$ cat src/rtl/alu_pkg.sv
// Shared types for the pipelined ALU: opcode map, flag bit positions and
// the multiplier-sequencing FSM states.
package alu_pkg;

  typedef enum logic [3:0] {
    OP_ADD  = 4'h0,
    OP_ADC  = 4'h1,
    OP_SUB  = 4'h2,
    OP_SBB  = 4'h3,
    OP_AND  = 4'h4,
    OP_OR   = 4'h5,
    OP_XOR  = 4'h6,
    OP_XNOR = 4'h7,
    OP_NOTA = 4'h8,
    OP_NOTB = 4'h9,
    OP_SHL  = 4'hA,
    OP_SHR  = 4'hB,
    OP_SAR  = 4'hC,
    OP_ROL  = 4'hD,
    OP_ROR  = 4'hE,
    OP_MUL  = 4'hF
  } alu_op_e;

  localparam int FLAG_Z = 0;
  localparam int FLAG_C = 1;
  localparam int FLAG_N = 2;
  localparam int FLAG_V = 3;

  typedef enum logic [1:0] {
    ST_IDLE = 2'd0,
    ST_BUSY = 2'd1,
    ST_HOLD = 2'd2
  } alu_state_e;

endpackage

$ cat src/rtl/alu_mul_seq.sv
// Unsigned shift-add multiplier, one partial product per cycle; done is
// raised for one cycle WIDTH cycles after start, prod then holds.
module alu_mul_seq #(
  parameter int WIDTH = 8
) (
  input  logic                 clk,
  input  logic                 rst_n,
  input  logic                 start,
  input  logic [WIDTH-1:0]     a,
  input  logic [WIDTH-1:0]     b,
  output logic                 done,
  output logic [2*WIDTH-1:0]   prod
);

  localparam int CNT_W = $clog2(WIDTH + 1);

  logic               busy_q, busy_d;
  logic [CNT_W-1:0]   cnt_q, cnt_d;
  logic [WIDTH-1:0]   mcand_q, mcand_d;
  logic [2*WIDTH-1:0] p_q, p_d;
  logic [WIDTH:0]     step_sum;

  // Upper half accumulates, lower half holds the not-yet-consumed multiplier bits.
  always_comb begin
    busy_d   = busy_q;
    cnt_d    = cnt_q;
    mcand_d  = mcand_q;
    p_d      = p_q;
    step_sum = {1'b0, p_q[2*WIDTH-1:WIDTH]} + (p_q[0] ? {1'b0, mcand_q} : '0);
    if (start) begin
      busy_d  = 1'b1;
      cnt_d   = CNT_W'(WIDTH);
      mcand_d = a;
      p_d     = {{WIDTH{1'b0}}, b};
    end else if (busy_q) begin
      if (cnt_q != '0) begin
        p_d   = {step_sum, p_q[WIDTH-1:1]};
        cnt_d = cnt_q - CNT_W'(1);
      end else begin
        busy_d = 1'b0;
      end
    end
  end

  always_ff @(posedge clk or negedge rst_n) begin
    if (!rst_n) begin
      busy_q <= 1'b0;
      cnt_q  <= '0;
    end else begin
      busy_q <= busy_d;
      cnt_q  <= cnt_d;
    end
  end

  always_ff @(posedge clk) begin
    mcand_q <= mcand_d;
    p_q     <= p_d;
  end

  assign done = busy_q && (cnt_q == '0);
  assign prod = p_q;

endmodule

$ cat src/rtl/alu_pipe.sv
// Registered WIDTH-bit ALU with valid/ready on both sides and a persistent carry.
// Define ALU_PIPE_MUL_EN to build the multi-cycle unsigned multiplier for opcode F.
module alu_pipe
  import alu_pkg::*;
#(
  parameter int WIDTH = 8
) (
  input  logic             clk,
  input  logic             rst_n,
  input  logic             in_valid,
  output logic             in_ready,
  input  logic [WIDTH-1:0] in_a,
  input  logic [WIDTH-1:0] in_b,
  input  logic [3:0]       in_opcode,
  output logic             out_valid,
  input  logic             out_ready,
  output logic [WIDTH-1:0] out_result,
  output logic [3:0]       out_flags,
  output logic             out_illegal
);

  localparam int               SHAMT_W = $clog2(WIDTH);
  localparam logic [WIDTH-1:0] WIDTH_V = WIDTH'(WIDTH);

  // Returns {carry, result}; the operand is widened by one bit so the last
  // bit shifted out lands in a fixed position, and oversize amounts saturate.
  function automatic logic [WIDTH:0] shift_fn(input alu_op_e op,
                                              input logic [WIDTH-1:0] a,
                                              input logic [WIDTH-1:0] amt);
    logic        [WIDTH:0] ext;
    logic signed [WIDTH:0] sext;
    ext      = '0;
    sext     = '0;
    shift_fn = '0;
    case (op)
      OP_SHL: begin
        ext      = {1'b0, a} << amt;
        shift_fn = ext;
      end
      OP_SHR: begin
        ext      = {a, 1'b0} >> amt;
        shift_fn = {ext[0], ext[WIDTH:1]};
      end
      OP_SAR: begin
        sext     = $signed({a, 1'b0}) >>> amt;
        shift_fn = {sext[0], sext[WIDTH:1]};
      end
      default: shift_fn = '0;
    endcase
  endfunction

  function automatic logic [WIDTH:0] rotate_fn(input logic left,
                                               input logic [WIDTH-1:0] a,
                                               input logic [WIDTH-1:0] amt);
    logic [SHAMT_W-1:0] r;
    logic [WIDTH-1:0]   r_ext;
    logic [WIDTH-1:0]   res;
    logic               c;
    r     = SHAMT_W'(amt % WIDTH_V);
    r_ext = WIDTH'(r);
    if (left) res = (a << r_ext) | (a >> (WIDTH_V - r_ext));
    else      res = (a >> r_ext) | (a << (WIDTH_V - r_ext));
    if (r == '0) c = 1'b0;
    else         c = left ? res[0] : res[WIDTH-1];
    return {c, res};
  endfunction

  function automatic logic [3:0] pack_flags(input logic v, input logic n,
                                            input logic c, input logic z);
    logic [3:0] f;
    f         = '0;
    f[FLAG_V] = v;
    f[FLAG_N] = n;
    f[FLAG_C] = c;
    f[FLAG_Z] = z;
    return f;
  endfunction

  alu_op_e          op;
  logic [WIDTH-1:0] alu_res;
  logic             alu_c, alu_v, alu_illegal;
  logic [WIDTH:0]   arith, sh;

  logic             out_valid_q, out_valid_d;
  logic [WIDTH-1:0] out_result_q, out_result_d;
  logic [3:0]       out_flags_q, out_flags_d;
  logic             out_illegal_q, out_illegal_d;
  logic             carry_q, carry_d;

  logic             fsm_idle, slot_free, accept, accept_alu;

  assign slot_free = !out_valid_q || out_ready;
  assign in_ready  = fsm_idle && slot_free;
  assign accept    = in_valid && in_ready;

  always_comb begin
    op          = alu_op_e'(in_opcode);
    alu_res     = '0;
    alu_c       = 1'b0;
    alu_v       = 1'b0;
    alu_illegal = 1'b0;
    arith       = '0;
    sh          = '0;
    case (op)
      OP_ADD, OP_ADC: begin
        arith   = {1'b0, in_a} + {1'b0, in_b}
                + {{WIDTH{1'b0}}, ((op == OP_ADC) ? carry_q : 1'b0)};
        alu_res = arith[WIDTH-1:0];
        alu_c   = arith[WIDTH];
        alu_v   = (in_a[WIDTH-1] == in_b[WIDTH-1]) && (alu_res[WIDTH-1] != in_a[WIDTH-1]);
      end
      OP_SUB, OP_SBB: begin
        arith   = {1'b0, in_a} - {1'b0, in_b}
                - {{WIDTH{1'b0}}, ((op == OP_SBB) ? carry_q : 1'b0)};
        alu_res = arith[WIDTH-1:0];
        alu_c   = arith[WIDTH];
        alu_v   = (in_a[WIDTH-1] != in_b[WIDTH-1]) && (alu_res[WIDTH-1] != in_a[WIDTH-1]);
      end
      OP_AND:  alu_res = in_a & in_b;
      OP_OR:   alu_res = in_a | in_b;
      OP_XOR:  alu_res = in_a ^ in_b;
      OP_XNOR: alu_res = ~(in_a ^ in_b);
      OP_NOTA: alu_res = ~in_a;
      OP_NOTB: alu_res = ~in_b;
      OP_SHL, OP_SHR, OP_SAR: begin
        sh               = shift_fn(op, in_a, in_b);
        {alu_c, alu_res} = sh;
      end
      OP_ROL, OP_ROR: begin
        sh               = rotate_fn(op == OP_ROL, in_a, in_b);
        {alu_c, alu_res} = sh;
      end
      OP_MUL: begin
`ifndef ALU_PIPE_MUL_EN
        alu_illegal = 1'b1;
`endif
      end
      default: alu_illegal = 1'b1;
    endcase
  end

`ifdef ALU_PIPE_MUL_EN
  alu_state_e         state_q, state_d;
  logic               is_mul, mul_start, mul_done, mul_wr;
  logic [2*WIDTH-1:0] mul_prod;

  assign is_mul     = (op == OP_MUL);
  assign accept_alu = accept && !is_mul;

  alu_mul_seq #(.WIDTH(WIDTH)) u_mul (
    .clk   (clk),
    .rst_n (rst_n),
    .start (mul_start),
    .a     (in_a),
    .b     (in_b),
    .done  (mul_done),
    .prod  (mul_prod)
  );

  always_ff @(posedge clk or negedge rst_n) begin
    if (!rst_n) state_q <= ST_IDLE;
    else        state_q <= state_d;
  end

  // A finished product that finds the output slot occupied parks in HOLD.
  always_comb begin
    state_d = state_q;
    case (state_q)
      ST_IDLE: if (accept && is_mul) state_d = ST_BUSY;
      ST_BUSY: if (mul_done)         state_d = slot_free ? ST_IDLE : ST_HOLD;
      ST_HOLD: if (slot_free)        state_d = ST_IDLE;
      default:                       state_d = ST_IDLE;
    endcase
  end

  always_comb begin
    fsm_idle  = (state_q == ST_IDLE);
    mul_start = accept && is_mul;
    mul_wr    = slot_free && (((state_q == ST_BUSY) && mul_done) || (state_q == ST_HOLD));
  end
`else
  assign fsm_idle   = 1'b1;
  assign accept_alu = accept;
`endif

  always_comb begin
    out_valid_d   = out_valid_q;
    out_result_d  = out_result_q;
    out_flags_d   = out_flags_q;
    out_illegal_d = out_illegal_q;
    carry_d       = carry_q;
    if (out_valid_q && out_ready) out_valid_d = 1'b0;
    if (accept_alu) begin
      out_valid_d   = 1'b1;
      out_result_d  = alu_res;
      out_flags_d   = alu_illegal ? 4'b0000
                    : pack_flags(alu_v, alu_res[WIDTH-1], alu_c, alu_res == '0);
      out_illegal_d = alu_illegal;
      carry_d       = alu_c;
    end
`ifdef ALU_PIPE_MUL_EN
    if (mul_wr) begin
      out_valid_d   = 1'b1;
      out_result_d  = mul_prod[WIDTH-1:0];
      out_flags_d   = pack_flags(1'b0, mul_prod[WIDTH-1], |mul_prod[2*WIDTH-1:WIDTH],
                                 mul_prod[WIDTH-1:0] == '0);
      out_illegal_d = 1'b0;
      carry_d       = |mul_prod[2*WIDTH-1:WIDTH];
    end
`endif
  end

  // Output stage boundary
  always_ff @(posedge clk or negedge rst_n) begin
    if (!rst_n) begin
      out_valid_q   <= 1'b0;
      out_result_q  <= '0;
      out_flags_q   <= '0;
      out_illegal_q <= 1'b0;
      carry_q       <= 1'b0;
    end else begin
      out_valid_q   <= out_valid_d;
      out_result_q  <= out_result_d;
      out_flags_q   <= out_flags_d;
      out_illegal_q <= out_illegal_d;
      carry_q       <= carry_d;
    end
  end

  assign out_valid   = out_valid_q;
  assign out_result  = out_result_q;
  assign out_flags   = out_flags_q;
  assign out_illegal = out_illegal_q;

endmodule

$ cat config.mk
export PLATFORM = sky130hd
export DESIGN_NAME = alu_pipe
export DESIGN_NICKNAME = d
export VERILOG_FILES = /design/src/rtl/alu_pkg.sv /design/src/rtl/alu_mul_seq.sv /design/src/rtl/alu_pipe.sv
export SDC_FILE = /design/constraint.sdc
export NUM_CORES = 1
export LEC_CHECK = 0
export CELL_PAD_IN_SITES_DETAIL_PLACEMENT = 0
export CELL_PAD_IN_SITES_GLOBAL_PLACEMENT = 2
export CORE_UTILIZATION = 32
export CTS_BUF_LIST = sky130_fd_sc_hd__clkbuf_16
export DETAILED_ROUTE_END_ITERATION = 12
export PLACE_DENSITY = 0.76
export SKIP_CTS_REPAIR_TIMING = 1
export SLEW_MARGIN = 40
export SYNTH_ARGS = -nofsm -noshare
export SYNTH_HDL_FRONTEND = slang
export SYNTH_HIERARCHICAL = 1
export SYNTH_SLANG_ARGS = --single-unit
$ cat constraint.sdc
create_clock -name clk -period 2.7 [get_ports clk]
set_clock_uncertainty 0.1 [all_clocks]
set_input_delay 0.27 -clock clk [delete_from_list [all_inputs] [get_ports clk]]
set_output_delay 0.27 -clock clk [all_outputs]
set_load 0.01 [all_outputs]
==> Word level (Yosys, flattened, before mapping) <==
Cells that the tools add are included.
{ "word_totals": {"register_bits": 15, "latchBits": 0, "ram_bits": 0, "romBits": 0, "elab_cells": 71, "n_memories": 0} }
{ "classes": {"n_addsub": 5, "n_mul": 0, "n_div": 0, "n_lt_le_gt_ge": 0, "eq_ne": 19, "n_shift": 7, "muxes": 13, "n_bitwise": 8, "reduce_logical": 14} }
{ "op_table": {"columns": ["cell", "n"], "rows": [
  ["$pmux 8 s10", 1],
  ["$eq 4x4->1 const B", 8],
  ["$pmux 9 s3", 1],
  ["$not 8->8", 3],
  ["$or 8x8->8", 3],
  ["$eq 4x3->1 const B", 4],
  ["$add 8x8->9", 1],
  ["$add 9x1->9", 1],
  ["$shl 8x8->9", 1],
  ["$shr 9x8->9", 1],
  ["$sshr 9x8->9", 1],
  ["$sub 8x8->9", 1],
  ["$sub 9x1->9", 1],
  ["$and 8x8->8", 1],
  ["$eq 4x2->1 const B", 2],
  ["$logic_not 8->1", 1],
  ["$mux 8", 1],
  ["$shl 8x3->8", 1],
  ["$shl 8x8->8", 1],
  ["$shr 8x3->8", 1],
  ["$shr 8x8->8", 1],
  ["$xor 8x8->8", 1],
  ["$mux 1", 7],
  ["$reduce_or 2->1", 3],
  ["other kinds (14)", 19]
]} }

==> Logic depth before layout (Yosys ltp) <==
{ "depth": {"word_depth": 8, "mapped_depth": 15, "depth_no_buf": 13} }

==> Worst setup path before layout <==
No wires, ideal clock.
{ "synth_path": {"kind": "in2reg", "start": "input port in_opcode[2]", "end": "register out_flags_q[0], in the netlist out_flags[0]", "setup_ns": 0.066, "t_arrival_ns": 2.958, "slack_ns": -0.424, "stages": 13, "path_cell_list": "buf_2 > buf_6 > nor2_1 > nand4_1 > fa_1 > fa_1 > mux2i_1 > xnor2_1 > o22ai_1 > a2111oi_0 > nand4_1 > nor4b_2 > a32o_2"} }
{ "synth_via": {"elab_chain_cells": 6} }
{ "synth_lines": {"columns": ["item", "line_no", "rtl"], "rows": [
  ["start: declaration", "alu_pipe.sv:14", "input logic [3:0] in_opcode,"],
  ["$eq 4x2->1 or $eq 4x1->1 (tied branches)", "alu_pipe.sv:104, alu_pipe.sv:114, alu_pipe.sv:107", null],
  ["$mux 1 (on tied branches)", "alu_pipe.sv:114, alu_pipe.sv:107", null],
  ["$sub 9x1->9 or $add 9x1->9 (tied branches)", "alu_pipe.sv:114, alu_pipe.sv:107", null],
  ["$pmux 8 s10", "alu_pipe.sv:104", "case (op)"],
  ["$logic_not 8->1", "alu_pipe.sv:197", ": pack_flags(alu_v, alu_res[WIDTH-1], alu_c, alu_res == '0);"],
  ["$mux 4 *", "alu_pipe.sv:196", "out_flags_d = alu_illegal ? 4'b0000"],
  ["end signal: assignment", "alu_pipe.sv:224", "out_flags_q <= out_flags_d;"],
  ["end: declaration", "alu_pipe.sv:86", "logic [3:0] out_flags_q, out_flags_d;"]
]} }
Every way passes the cells marked *; elsewhere a longest branch is shown, timed or not.
A chain may end at the register's enable or synchronous reset.

==> Worst setup path after layout <==
{ "layout_path": {"start": "register carry_q", "end": "register out_flags_q[0], in the netlist out_flags[0]"} }
{ "layout_via": {"elab_chain_cells": 5} }
{ "layout_lines": {"columns": ["item", "line_no", "rtl"], "rows": [
  ["start: declaration", "alu_pipe.sv:88", "logic carry_q, carry_d;"],
  ["start signal: assignment", "alu_pipe.sv:226", "carry_q <= carry_d;"],
  ["$mux 1 (on tied branches)", "alu_pipe.sv:114, alu_pipe.sv:107", null],
  ["$sub 9x1->9 or $add 9x1->9 (tied branches)", "alu_pipe.sv:114, alu_pipe.sv:107", null],
  ["$pmux 8 s10 *", "alu_pipe.sv:104", null],
  ["$logic_not 8->1 *", "alu_pipe.sv:197", null],
  ["$mux 4 *", "alu_pipe.sv:196", null]
]} }
Marked as above.

==> impl_results.md <==
* Syn Inst Count at 523
* I/O pin cnt at 39
* Final worst slack at -0.677 ns
* Fmax at between 0.2 and 0.3 GHz
* Largest area contributor in the netlist: ha_1
* Top cells by count, synth: nor2_1, nand2_1, ha_1, a21oi_1
* Type of origin of the critical path: flip-flop
* Unrepaired setup endpoints after global routing: yes
* Tot Pwr at approximately 1.9 mW
* P_int at about 1.1 mW
* Die Wd at 115 um
* Drt wl/cell at 22.1 um
* Initial DRC count at between 400 and 500
* Bufs and invs on worst path at 1
* TritonCTS Buffers at 3
* Post-synth cell types at 89
* Net Switching at just under 0.8 mW
* Drc violations at 0
* Failing checks: negative setup slack
* Pin count of the biggest net entering global routing at 49
* Via-per-instance ratio at 5.75
* Switching Fraction at 40.9%
* Avg Inst Size Synth at between 7 and 8 sq um
* WS Path Type: reg -> reg
* Logic pwr share at 70.1%
* Max-slew violations at 0
* Total GRT Usage at 29.1%
* Top_reg_cell synth: dfrtp_1
* Crit end category: flip-flop
* Vias in the first global route at 5,000
* CP delay by family, top: simple AND/OR/NAND/NOR gates
* CP cell instances: nand4_1 -> fa_2 -> fa_2 -> buf_6 -> o21ai_2 -> nand2b_1 -> xor2_1 -> a21oi_1 -> o31a_1 -> nand4_1 -> nor4b_2 -> a32o_2
* Post-DP HPWL at 15,600 um
* CP max stage delay at 0.49 ns
* Final Hold Fails at 0
* Slowest CP cell: fa_2
* Worst Max-Slew Pin Slew at 0.778 ns
* CP required at 2.78 ns
* Period Utilization, post-route at 125%
* Status: complete, but fails checks
* Synth top area cells: ha_1, dfrtp_1, mux2i_1
* Root buf cell: clkbuf_16
* GP Congestion at 0.967
* Setup violators final at 13
* Crit-path max FO at 2
* H-Tree Depth at 1
* First-pass GRT wire length at 28,800 um
* CORE AREA at around 12,000 sq um
* Row Count at 40
* Starting Density at around 33%
* YS warnings at 6
* WL final at 19,500 um
* Die area at 13,200 sq um
* Overflow after GRT at 0
* Power density over the cells at 305 nW/um^2
* Most numerous cell in the Yosys netlist: nor2_1
* Synthesized area at just over 4000 sq um
* Async set-reset flop share out of synthesis at 100%
* Via count at between 5,000 and 6,000
* Final #Nets at 777
* Post-synth EDFFs at 0
* Pre-CTS setup slack at -1.43 ns
* Final hold slack at 0.340 ns
* Syn nets at between 500 and 600
* Max cap viols at 0
* Clock power frac at 14.7%
* P_leak at 2.75 nW
* Final antenna-violating net count at 0
* Layout cells sized above 1 at between 40% and 50%
* Sequential share of power at 15.2%
* CP arrival at 3.46 ns
* Seq/Total Area, Yosys at 9.17%
* Sink Count at 15
* Max VDD drop at 0.201 mV
* Clk Latency, worst-skew pair at 0.24 ns
* Longest Clk Path Bufs at 2
* Diodes inserted at 0
* Initial antenna violation count at 0
* Period minus WS final at 3.38 ns
* Post-synthesis register bit count at 15
* P&R area growth vs syn at 51.9%
* Drt first pass iters at 5
* IO Port Bufs at 38
* Slew HR at 48.0%
* Clock-pin slew on the worst setup and hold paths at around 0.050 ns
* Hold WC Path Type: in -> async
* Synth top area share at 10.1%
* CTS tree: done
* Die Y at 115 um
==> worst register-to-register path, cell delays in order (launching register included) <==
cell      delay, ns
dfrtp_1        0.34
nand4_1        0.27
fa_2           0.49
fa_2           0.42
buf_6          0.13
o21ai_2        0.13
nand2b_1       0.08
xor2_1         0.14
a21oi_1        0.12
o31a_1         0.24
nand4_1        0.25
nor4b_2        0.39
a32o_2         0.22
==> worst paths after layout <==
check | start | endpoint | slack [ns] | cells past startpoint
max reg2reg | carry_q | out_flags[0] | -0.68 | 12
max in group asynchronous | rst_n | out_flags[3] | 1.74 | 1
min reg2reg | out_result[3] | out_result[3] | 0.38 | 2
min in group clk | out_result[3] | out_result[3] | 0.38 | 2
max | carry_q | out_flags[0] | -0.68 | 12
min | rst_n | out_valid | 0.34 | 1
==> power groups by stage <==
stage / Clock [mW] / Combinational, mW / Sequential [mW]
floorplan: 0 / 0.609 / 0.307
global placement: 0 / 1.17 / 0.289
detailed placement: 0 / 1.18 / 0.292
CTS: 0.283 / 1.18 / 0.289
global route: 0.294 / 1.41 / 0.291
finish: 0.279 / 1.33 / 0.287
==> cells by family after synthesis <==
group	Yosys count	share of synthesized area, %
AND/OR/NAND/NOR	175	22.6
AO/OA/AOI/OAI	164	29.2
adder cells (fa/ha/maj)	37	12.0
buffers and inverters	71	10.3
flip-flops	15	9.17
XOR/XNOR	19	4.07
multiplexers	42	12.5
==> cell type report <==
cell class,instances,area (sq um)
flip-flops and latches,15,375
inverters,28,105
clock buffers,3,75.1
well taps,168,210
multi-input cells,437,3610
repair buffers,231,1840
fillers,1194,6050
clock inverters,1,3.75
==> through the flow <==
| stage | cells | TNS, ns | utilization, % | instance area (sq um) |
|---|---|---|---|---|
| floorplan | 523 | -1.09 | - | 4180 |
| global placement | 869 | -12.54 | 47.2 | 5780 |
| detailed placement | 869 | -13.01 | 47.2 | 5780 |
| CTS | 873 | -9.98 | 47.8 | 5860 |
| global route | 883 | -7.24 | 50.7 | 6220 |
| finish | 883 | -5.84 | 50.7 | 6220 |
==> per-layer routing <==
layer | vias up | routed length (um) | track usage (%)
met4 | 0 | 656 | 10.8
met2 | 236 | 8660 | 45.9
met1 | 2444 | 8600 | 39.7
met3 | 37 | 1570 | 4.90
li1 | 2360 | - | -
met5 | - | 0 | 0
==> state kept, by name (all words and copies together) (netlist names) <==
name,cells
out_valid,1
out_illegal,1
out_result,8
carry_q,1
out_flags,4
==> placed cells by master (no fill, tap or decap), drive strengths merged, types with 15 or more instances in the layout <==
| cell type | n |
|---|---|
| a21oi | 26 |
| buf | 194 |
| clkdlybuf4s50 | 32 |
| dfrtp | 15 |
| ha | 33 |
| inv | 29 |
| mux2 | 18 |
| mux2i | 19 |
| nand2 | 45 |
| nor2 | 47 |
| nor3 | 17 |
| o21ai | 27 |
(Power assumes the default switching activity.)
